===== src/rtl/ps2_pkg.sv =====
// Shared types and helpers for the PS/2 host transmit path and its line filter.
package ps2_pkg;

  typedef enum logic [1:0] {
    IDLE,
    INHIBIT,
    BITS,
    ACK
  } state_t;

  localparam int FRAME_BITS = 10;
  localparam int FILTER_W   = 8;

  function automatic logic odd_parity(input logic [7:0] value);
    return ~^value;
  endfunction

endpackage


===== src/rtl/ps2_host_tx_if.sv =====
// Host-side PS/2 transmit bundle: request handshake, status pulses and the two open-drain lines.
interface ps2_host_tx_if;

  logic [1:0] ps2;
  logic       ps2_clk_oe;
  logic       ps2_dat_oe;
  logic       send;
  logic [7:0] tx_data;
  logic       busy;
  logic       done;
  logic       error;

  modport master (
    output send, tx_data, ps2,
    input  ps2_clk_oe, ps2_dat_oe, busy, done, error
  );

  modport slave (
    input  send, tx_data, ps2,
    output ps2_clk_oe, ps2_dat_oe, busy, done, error
  );

endinterface


===== src/rtl/ps2_line_filter.sv =====
// Debounces the PS/2 clock line over eight ce samples and emits a one-tick falling-edge pulse.
module ps2_line_filter
  import ps2_pkg::*;
(
  input  logic clock,
  input  logic reset_n,
  input  logic ce,
  input  logic line_i,
  output logic fe_o
);

  logic [FILTER_W-1:0] shift_q, shift_d;
  logic                filt_q, filt_d;
  logic                fe_q, fe_d;

  // The filtered level only flips once the whole window agrees, so glitches never make an edge.
  always_comb begin
    shift_d = shift_q;
    filt_d  = filt_q;
    fe_d    = fe_q;
    if (ce) begin
      shift_d = {shift_q[FILTER_W-2:0], line_i};
      fe_d    = 1'b0;
      if (&shift_q) begin
        filt_d = 1'b1;
      end else if (~|shift_q) begin
        filt_d = 1'b0;
        fe_d   = filt_q;
      end
    end
  end

  always_ff @(posedge clock or negedge reset_n) begin
    if (!reset_n) begin
      shift_q <= '1;
      filt_q  <= 1'b1;
      fe_q    <= 1'b0;
    end else begin
      shift_q <= shift_d;
      filt_q  <= filt_d;
      fe_q    <= fe_d;
    end
  end

  assign fe_o = fe_q;

endmodule


===== src/rtl/ps2_host_tx.sv =====
// PS/2 host-to-device transmitter: inhibits the clock, then shifts out data, parity and stop on device edges.
module ps2_host_tx
  import ps2_pkg::*;
#(
  parameter logic [15:0] INHIBIT_TICKS = 16'd120,
  parameter logic [15:0] TIMEOUT_TICKS = 16'd15000
) (
  input  logic          clock,
  input  logic          reset_n,
  input  logic          ce,
  ps2_host_tx_if.slave  bus
);

  localparam logic [3:0] LAST_IDX = 4'(FRAME_BITS - 1);

  state_t                state_q, state_d;
  logic [7:0]            txByte_q, txByte_d;
  logic                  parity_q, parity_d;
  logic [15:0]           tick_q, tick_d;
  logic [3:0]            bitIdx_q, bitIdx_d;
  logic                  clkOe_q, clkOe_d;
  logic                  datOe_q, datOe_d;
  logic                  busy_q, busy_d;
  logic                  done_q, done_d;
  logic                  error_q, error_d;
  logic                  datSync_q;
  logic                  fe;
  logic [FRAME_BITS-1:0] frame;

  ps2_line_filter u_filter (
    .clock   (clock),
    .reset_n (reset_n),
    .ce      (ce),
    .line_i  (bus.ps2[0]),
    .fe_o    (fe)
  );

  assign frame = {1'b1, parity_q, txByte_q};

  always_comb begin
    state_d  = state_q;
    txByte_d = txByte_q;
    parity_d = parity_q;
    tick_d   = tick_q;
    bitIdx_d = bitIdx_q;
    clkOe_d  = clkOe_q;
    datOe_d  = datOe_q;
    busy_d   = busy_q;
    done_d   = done_q;
    error_d  = error_q;
    if (ce) begin
      done_d  = 1'b0;
      error_d = 1'b0;
      unique case (state_q)
        IDLE: begin
          if (bus.send) begin
            txByte_d = bus.tx_data;
            parity_d = odd_parity(bus.tx_data);
            busy_d   = 1'b1;
            clkOe_d  = 1'b1;
            datOe_d  = 1'b0;
            tick_d   = '0;
            bitIdx_d = '0;
            state_d  = INHIBIT;
          end
        end
        // Start bit goes low one tick before release so the clock stays low for INHIBIT_TICKS in total.
        INHIBIT: begin
          if (!datOe_q) begin
            tick_d = tick_q + 16'd1;
            if (tick_q + 16'd1 == INHIBIT_TICKS - 16'd1) datOe_d = 1'b1;
          end else begin
            clkOe_d  = 1'b0;
            bitIdx_d = '0;
            tick_d   = '0;
            state_d  = BITS;
          end
        end
        BITS, ACK: begin
          if (fe) begin
            tick_d = '0;
            if (state_q == BITS) begin
              datOe_d = ~frame[bitIdx_q];
              if (bitIdx_q == LAST_IDX) state_d = ACK;
              else bitIdx_d = bitIdx_q + 4'd1;
            end else begin
              done_d  = ~datSync_q;
              error_d = datSync_q;
              busy_d  = 1'b0;
              state_d = IDLE;
            end
          end else if (tick_q + 16'd1 == TIMEOUT_TICKS) begin
            clkOe_d = 1'b0;
            datOe_d = 1'b0;
            error_d = 1'b1;
            busy_d  = 1'b0;
            tick_d  = '0;
            state_d = IDLE;
          end else begin
            tick_d = tick_q + 16'd1;
          end
        end
        default: state_d = IDLE;
      endcase
    end
  end

  always_ff @(posedge clock or negedge reset_n) begin
    if (!reset_n) begin
      state_q   <= IDLE;
      txByte_q  <= '0;
      parity_q  <= 1'b0;
      tick_q    <= '0;
      bitIdx_q  <= '0;
      clkOe_q   <= 1'b0;
      datOe_q   <= 1'b0;
      busy_q    <= 1'b0;
      done_q    <= 1'b0;
      error_q   <= 1'b0;
      datSync_q <= 1'b1;
    end else begin
      state_q   <= state_d;
      txByte_q  <= txByte_d;
      parity_q  <= parity_d;
      tick_q    <= tick_d;
      bitIdx_q  <= bitIdx_d;
      clkOe_q   <= clkOe_d;
      datOe_q   <= datOe_d;
      busy_q    <= busy_d;
      done_q    <= done_d;
      error_q   <= error_d;
      if (ce) datSync_q <= bus.ps2[1];
    end
  end

  assign bus.ps2_clk_oe = clkOe_q;
  assign bus.ps2_dat_oe = datOe_q;
  assign bus.busy       = busy_q;
  assign bus.done       = done_q;
  assign bus.error      = error_q;

endmodule


===== src/flat_wrapper.sv =====
// flat-port wrapper written by rule: the top's interface ports become plain ports
module ps2_host_tx_flat import ps2_pkg::*;
#(
  parameter logic [15:0] INHIBIT_TICKS = 16'd120,
  parameter logic [15:0] TIMEOUT_TICKS = 16'd15000
)
  (clock, reset_n, ce, bus_send, bus_tx_data, bus_ps2, bus_ps2_clk_oe, bus_ps2_dat_oe, bus_busy, bus_done, bus_error);
  ps2_host_tx_if bus_i ();
  input  logic clock;
  input  logic reset_n;
  input  logic ce;
  input wire logic [$bits(bus_i.send)-1:0] bus_send;
  input wire logic [$bits(bus_i.tx_data)-1:0] bus_tx_data;
  input wire logic [$bits(bus_i.ps2)-1:0] bus_ps2;
  output wire logic [$bits(bus_i.ps2_clk_oe)-1:0] bus_ps2_clk_oe;
  output wire logic [$bits(bus_i.ps2_dat_oe)-1:0] bus_ps2_dat_oe;
  output wire logic [$bits(bus_i.busy)-1:0] bus_busy;
  output wire logic [$bits(bus_i.done)-1:0] bus_done;
  output wire logic [$bits(bus_i.error)-1:0] bus_error;
  assign bus_i.send = bus_send;
  assign bus_i.tx_data = bus_tx_data;
  assign bus_i.ps2 = bus_ps2;
  assign bus_ps2_clk_oe = bus_i.ps2_clk_oe;
  assign bus_ps2_dat_oe = bus_i.ps2_dat_oe;
  assign bus_busy = bus_i.busy;
  assign bus_done = bus_i.done;
  assign bus_error = bus_i.error;
  ps2_host_tx #(.INHIBIT_TICKS(INHIBIT_TICKS), .TIMEOUT_TICKS(TIMEOUT_TICKS)) u_core (.clock(clock), .reset_n(reset_n), .ce(ce), .bus(bus_i));
endmodule

===== config.mk =====
export PLATFORM = sky130hd
export DESIGN_NAME = ps2_host_tx_flat
export DESIGN_NICKNAME = d
export VERILOG_FILES = /design/src/rtl/ps2_pkg.sv /design/src/rtl/ps2_host_tx_if.sv /design/src/rtl/ps2_line_filter.sv /design/src/rtl/ps2_host_tx.sv /design/src/flat_wrapper.sv
export SDC_FILE = /design/constraint.sdc
export NUM_CORES = 1
export LEC_CHECK = 0
export CORE_MARGIN = 2
export CORE_UTILIZATION = 58
export DETAILED_ROUTE_END_ITERATION = 8
export PLACE_DENSITY = 0.79
export SLEW_MARGIN = 20
export SYNTH_ARGS = -nofsm -noshare
export SYNTH_HDL_FRONTEND = slang
export SYNTH_HIERARCHICAL = 1
export SYNTH_SLANG_ARGS = --single-unit

===== constraint.sdc =====
create_clock -name clock -period 6.2 [get_ports clock]
set_clock_uncertainty 0.05 [all_clocks]
set_input_delay 0.62 -clock clock [delete_from_list [all_inputs] [get_ports clock]]
set_output_delay 0.62 -clock clock [all_outputs]
set_load 0.01 [all_outputs]

==> results of run 1 <==
==> path summary, 6_finish.rpt <==
kind | startpoint | to | slack (ps) | depth (start not counted)
max | u_core/tick_q[0]$_DFFE_PN0P_ | u_core/tick_q[11]$_DFFE_PN0P_ | 3110 | 7
min | reset_n | u_core/tick_q[3]$_DFFE_PN0P_ | 270 | 1
max reg2reg | u_core/tick_q[0]$_DFFE_PN0P_ | u_core/tick_q[11]$_DFFE_PN0P_ | 3110 | 7
min reg2reg | u_core/bus.error$_DFFE_PN0P_ | u_core/bus.error$_DFFE_PN0P_ | 450 | 1
max in group asynchronous | reset_n | u_core/txByte_q[2]$_DFFE_PN0P_ | 5440 | 1
min in group clock | u_core/bus.error$_DFFE_PN0P_ | u_core/bus.error$_DFFE_PN0P_ | 450 | 1
==> routing by layer <==
layer / vias up / track usage
met1: 1103 / 0.351
met5: - / 0
met3: 10 / 0.0539
met4: 0 / 0.0885
li1: 1038 / -
met2: 76 / 0.412
==> final cells by class <==
type / instances / area [um2]
Multi-Input combinational cell: 202 / 1460
Fill cell: 338 / 1440
Sequential cell: 47 / 1190
Timing Repair Buffer: 19 / 185
Clock buffer: 6 / 72.6
Tap cell: 52 / 65.1
Inverter: 6 / 22.5
Clock inverter: 2 / 12.5
==> kinds of logic (layout without fill, tap and decap cells) <==
logic type | after synthesis | count (layout) | share of synthesized area
adders and majority gates | 4 | 4 | 0.0183
DFF | 47 | 47 | 0.436
buffers and inverters | 20 | 33 | 0.0335
xor gates and xnor gates | 12 | 12 | 0.0385
AOI/OAI and AO/OA | 66 | 66 | 0.183
and+or+nand+nor | 100 | 100 | 0.200
muxes | 20 | 20 | 0.0908
==> report_power, final <==
part	switching [W]	total (W)	leakage [nW]	internal, W
Clock	0.000103	0.000182	0.0412	0.0000789
Sequential	0.0000576	0.000417	0.591	0.000360
Combinational	0.0000644	0.000136	0.511	0.0000717
Total	0.000225	0.000736	1.14	0.000510
==> cell usage in the layout, fill, tap and decap left out, drive strengths merged, types with 2 or more instances in the layout <==
| master | count |
|---|---|
| or4 | 3 |
| o2111ai | 8 |
| nor3b | 2 |
| o22ai | 2 |
| o31ai | 10 |
| xnor2 | 11 |
| a21o | 3 |
| or2 | 3 |
| buf | 2 |
| ha | 4 |
| nand2b | 7 |
| nor2b | 3 |
| nor2 | 8 |
| nor4 | 2 |
| or3 | 2 |
| dfrtp | 37 |
| a41oi | 2 |
| nand4 | 11 |
| nor3 | 4 |
| mux2 | 18 |
| a2111oi | 2 |
| o21ai | 19 |
| o32ai | 4 |
| and4 | 3 |
| and3 | 4 |
| nand2 | 27 |
| a31oi | 2 |
| dfstp | 10 |
| nand3 | 17 |
| inv | 6 |
| clkbuf | 6 |
| a21oi | 5 |
| clkdlybuf4s50 | 17 |
| mux4 | 2 |
| a22o | 4 |
| nand4b | 2 |
==> state kept, by name, indices dropped and copies added (netlist names), 2 cells and up <==
name / cells
u_core/u_filter/shift_q: 8
u_core/state_q: 2
u_core/txByte_q: 8
u_core/bitIdx_q: 4
u_core/tick_q: 16
==> per-stage QoR <==
step / power (W) / setup WS, ps / hold slack [ps]
after CTS: 0.000739 / 3120 / 458
final: 0.000736 / 3110 / 268
after floorplan: 0.000513 / 3610 / 274
after global placement: 0.000549 / 3010 / 429
after detailed placement: 0.000557 / 3000 / 424
after global routing: 0.000779 / 2830 / 311
==> synth_stat cells (2+ instances only) <==
cell / n / share of area
a21o_1: 3 / 0.0083
a21oi_1: 5 / 0.0092
a22o_1: 4 / 0.013
a31oi_1: 2 / 0.0046
and3_1: 4 / 0.0092
and4_1: 3 / 0.0096
buf_2: 4 / 0.0073
clkbuf_1: 7 / 0.0096
dfrtp_1: 37 / 0.34
dfstp_2: 10 / 0.096
ha_1: 4 / 0.018
inv_1: 6 / 0.0083
mux2_2: 18 / 0.074
mux4_2: 2 / 0.017
nand2_1: 27 / 0.037
nand2b_1: 7 / 0.016
nand3_1: 16 / 0.029
nand4_1: 11 / 0.025
nand4b_1: 2 / 0.0064
nor2_1: 8 / 0.011
nor2b_1: 3 / 0.0069
nor3_1: 4 / 0.0073
nor3b_1: 2 / 0.0055
o2111ai_1: 8 / 0.026
o21ai_0: 11 / 0.020
o21ai_1: 7 / 0.013
o22ai_1: 2 / 0.0046
o31ai_1: 10 / 0.028
o32ai_1: 4 / 0.013
or2_2: 3 / 0.0069
or3_1: 2 / 0.0046
or4_1: 2 / 0.0055
xnor2_1: 11 / 0.035
==> impl_metrics.csv, run 1 <==
group,metric,value,unit
clock_network,clk_path_buf_depth,2,
route,routed_via_density,6.67,
route,wirelength_met1,2.70,mm
pwr,leakage,1.14,nW
clock_network,cts_sinks,47,
finish,num_antenna_cells,0,
clock_network,cts_resized,0,
route,first_pass_iters,5,
global_route,track_usage,0.258,
route,drtIter0Drc,272,
timing,fin_tns_setup,0,ps
route,num_vias,2227,
job,max_cap_violations,0,
floorplan,initial_core_util,0.614,
setup_path,critPathBufInv,0,
timing,fin_crit,3090,ps
hold_path,min_path_type,"input pin to asynchronous set/reset pin",
setup_path,crit_fanout,14,
setup_path,crit_required,6320,ps
clock_network,clk_latency,300,ps
clock_network,holdBufCountCts,0,
setup_path,arrival,3210,ps
place,place_area,2920,um2
clock_network,h-tree-depth,2,
synthesis,synth_area,2730,um2
timing,finalCritPeriodShare,0.498,
synthesis,syn-num-nets,287,
timing,fmax,324,MHz
setup_path,crit_slowest_cell,"or4_4",
setup_path,crit_chain,"ha_1, nand3_2, or4_4, a2111oi_4, a41oi_2, o21ai_2, o31ai_1",
clock_network,cts_setup_buffers,0,
floorplan,dieArea,5270,um2
clock_network,cts_root_buf,"clkbuf_8",
timing,rsz0062_at_grt,"false",
route,drc,0,
place,port_buffers,18,
setup_path,crit_type,"flip-flop to flip-flop",
pwr,ir_worst_vdd,0.000162,V
floorplan,chipWidth,72.6,um
route,wl_met3,342,um
timing,slew_headroom,0.366,
timing,tightestPinTransition,949,ps
synthesis,seq_area_frac_synth,0.436,
floorplan,dieHeight,72.6,um
setup_path,path_delay_family,"compound AO/OA/AOI/OAI gates",
synthesis,ys_types,53,
synthesis,postSynthCellCount,269,
place,dp_hpwl,4.23,mm
finish,drive_gt1_frac,0.181,
route,routed_wirelength,6.03,mm
clock_network,cts_buffers,5,
global_route,antenna_found_initial,0,
synthesis,synthFlopType,"dfrtp_1",
finish,fin_cells,334,
route,wl_per_cell,18.1,um
finish,final_area,3010,um2
synthesis,synth-seq-cells,47,
setup_path,critPathLaunchType,"flip-flop",
floorplan,num_io_pins,19,
outcome,status,"complete, no violations",
clock_network,cts_tree,"built",
route,drtAntennaViolNets,0,
synthesis,syn-mean-instance-area,10.1,um2
floorplan,rows,24,
global_route,first_global_vias,2251,
setup_path,max_stage_delay,570,ps
timing,slew_viol_final,0,
place,dp_cells,326,
global_route,grt_max_degree,48,
synthesis,synth_edf_count,0,
timing,finalSetupViolations,0,
global_route,grt_pass1_wl,10.6,mm
setup_path,end_kind,"flip-flop",
route,routed-wl-met2,2.90,mm
timing,finalHoldViolCount,0,
floorplan,core-area,4440,um2
place,gp_congestion,0.904,
clock_network,path_clk_slew,90,ps
finish,area_delta_synth_final,10.3,%
finish,num-nets-final,299,
pwr,power_density,244,nW/um2
finish,final_util,0.677,
synthesis,ys_async_sr_fraction,1.00,
global_route,grt_overflow_total,0,
synthesis,synth_warnings,6,
route,routed.top_layer,"met4",
No activity file was read; power rests on OpenSTA's default activity.
==> run 2, diff against run 1 <==
clock period = 3 ns   (was 6.2 ns; I/O delays follow)
==> run 2 against run 1 <==
  * Clock power grew to 2.6 times the previous value
  * Register-to-register slack got worse by 3000 ps
  * Via count is 1.7% higher
  * Total power is 120% higher
  * Wire length grew 1.4%
  * First-iteration DRC count is 31% lower
  * Critical path depth increased by 1
  * Critical endpoint is now u_core/tick_q[4]$_DFFE_PN0P_
  * Flip-flop and latch count unchanged
  * Setup slack got worse by 3000 ps
  * Final cell count up 2.1%
  * Combinational power is 130% higher
==> impl_metrics.csv, run 2 (same netlist as run 1, synthesis figures left out) <==
group,metric,value,unit
route,wl_per_cell,17.9,um
finish,regMostFlops,"u_core/tick_q",
timing,fin_hold_ws,449,ps
finish,num-nets-final,306,
pwr,leakage,1.20,nW
finish,largest_registers,"u_core/tick_q x16, u_core/txByte_q x8, u_core/u_filter/shift_q x8",
floorplan,dieArea,5270,um2
hold_path,min_path_type,"flip-flop to flip-flop",
finish,multi_input_area,1460,um2
job,max_cap_violations,0,
route,first_pass_iters,5,
clock_network,cts_tree,"built",
pwr,switchingPower,0.000460,W
hold_path,min-delay-start,"u_core/tick_q[15]$_DFFE_PN0P_",
pwr,p_sw_frac,0.282,
finish,largest_register_ffs,16,
pwr,power_frac_comb,0.190,
floorplan,initial_core_util,0.614,
timing,slew_headroom,0.481,
floorplan,rows,24,
setup_path,reg2reg_slack,160,ps
place,dp_hpwl,4.37,mm
setup_path,critPathLaunchType,"flip-flop",
floorplan,dieHeight,72.6,um
global_route,grt_pass1_wl,10.5,mm
floorplan,num_io_pins,19,
setup_path,reg2reg_to,"u_core/tick_q[4]$_DFFE_PN0P_",
timing,rsz0062_at_grt,"false",
route,drc,0,
clock_network,cts_root_buf,"clkbuf_8",
pwr,clockPowerShare,0.291,
clock_network,path_clk_slew,80,ps
setup_path,crit_type,"flip-flop to flip-flop",
finish,layout.area.seq,1190,um2
timing,finalCritPeriodShare,0.948,
timing,tightestPinTransition,778,ps
timing,finalHoldViolCount,0,
setup_path,crit_fanout,8,
finish,num-fill-cells,330,
setup_path,end_kind,"flip-flop",
route,num_vias,2265,
finish,final_util,0.697,
timing,slew_viol_final,0,
clock_network,h-tree-depth,2,
finish,layout_common_cells,"dfrtp_1 (37), nand2_1 (27), mux2_2 (18)",
clock_network,holdBufCountCts,0,
pwr,ir_worst_vdd,0.000536,V
finish,layout_commonest_cell,"dfrtp_1",
hold_path,holdPathEnd,"u_core/tick_q[15]$_DFFE_PN0P_",
global_route,grt_max_degree,48,
outcome,status,"complete, no violations",
timing,fin_tns_setup,0,ps
clock_network,clk_path_buf_depth,2,
global_route,grt_overflow_total,0,
floorplan,core-area,4440,um2
place,gp_congestion,0.937,
global_route,first_global_vias,2179,
route,drtIter0Drc,187,
setup_path,arrival,2960,ps
global_route,antenna_found_initial,0,
timing,finalSetupViolations,0,
finish,num_antenna_cells,0,
setup_path,r2r-start,"u_core/tick_q[1]$_DFFE_PN0P_",
pwr,p_int,0.00117,W
clock_network,cts_sinks,47,
timing,fin_crit,2840,ps
route,routed_wirelength,6.11,mm
finish,drive_gt1_frac,0.201,
pwr,seqPwrFrac,0.519,
timing,fmax,352,MHz
setup_path,r2r_cells,8,
floorplan,chipWidth,72.6,um
setup_path,crit_required,3120,ps
route,drtAntennaViolNets,0,
hold_path,worstHoldPathCells,1,
clock_network,cts_resized,0,
pwr,power_density,527,nW/um2
clock_network,cts_setup_buffers,0,
clock_network,clk_latency,300,ps
global_route,track_usage,0.258,
finish,area_delta_synth_final,13.5,%
route,routed_via_density,6.64,
clock_network,cts_buffers,5,
place,port_buffers,18,
run 2: metal layers:
layer | up-vias | GRT usage | wire (um)
li1 | 1061 | - | -
met1 | 1101 | 0.355 | 2660
met2 | 91 | 0.409 | 2990
met3 | 12 | 0.0511 | 345
met4 | 0 | 0.0905 | 114
met5 | - | 0 | 0
run 2: area by class of cell:
| cell class | count | share of cell area |
|---|---|---|
| well taps | 52 | 0.0210 |
| inverters | 6 | 0.00727 |
| multi-input cells | 202 | 0.472 |
| repair buffers | 26 | 0.0776 |
| clock inverters | 2 | 0.0113 |
| flip-flops and latches | 47 | 0.384 |
| clock buffers | 6 | 0.0267 |
run 2: metrics by stage:
stage / worst slack [ps] / area [um2] / std cells / power [W]
after floorplan: 408 / 2730 / 269 / 0.00106
after global routing: 15.8 / 3100 / 341 / 0.00172
after detailed placement: 207 / 2970 / 332 / 0.00116
after CTS: 186 / 3080 / 340 / 0.00164
final: 157 / 3100 / 341 / 0.00163
after global placement: 347 / 2960 / 332 / 0.00115
run 2: power groups by stage:
| stage | clock (W) | combinational, W | sequential, W |
|---|---|---|---|
| floorplan | 0 | 0.000246 | 0.000813 |
| finish | 0.000475 | 0.000311 | 0.000847 |
| detailed placement | 0 | 0.000307 | 0.000857 |
| global placement | 0 | 0.000297 | 0.000851 |
| global route | 0.000512 | 0.000343 | 0.000864 |
| CTS | 0.000489 | 0.000309 | 0.000846 |
run 2: worst max path at each step:
stage / slack (ps) / startpoint / endpoint / cells after the start
floorplan: 410 / u_core/tick_q[0]$_DFFE_PN0P_ / u_core/tick_q[4]$_DFFE_PN0P_ / 8
global placement: 350 / u_core/tick_q[0]$_DFFE_PN0P_ / u_core/tick_q[4]$_DFFE_PN0P_ / 8
detailed placement: 210 / u_core/tick_q[0]$_DFFE_PN0P_ / u_core/tick_q[4]$_DFFE_PN0P_ / 8
CTS: 190 / u_core/tick_q[0]$_DFFE_PN0P_ / u_core/tick_q[4]$_DFFE_PN0P_ / 8
global route: 20 / u_core/tick_q[0]$_DFFE_PN0P_ / u_core/tick_q[4]$_DFFE_PN0P_ / 8
finish: 160 / u_core/tick_q[1]$_DFFE_PN0P_ / u_core/tick_q[4]$_DFFE_PN0P_ / 8
run 2: worst max-delay path, cell delays in order (launching register included):
cell and delay [ps]:
dfrtp_1 480, ha_1 320, nand3_2 160, or4_4 570, a2111oi_4 400, a41oi_2 240, o21ai_2 200, buf_4 190
o32ai_1 90
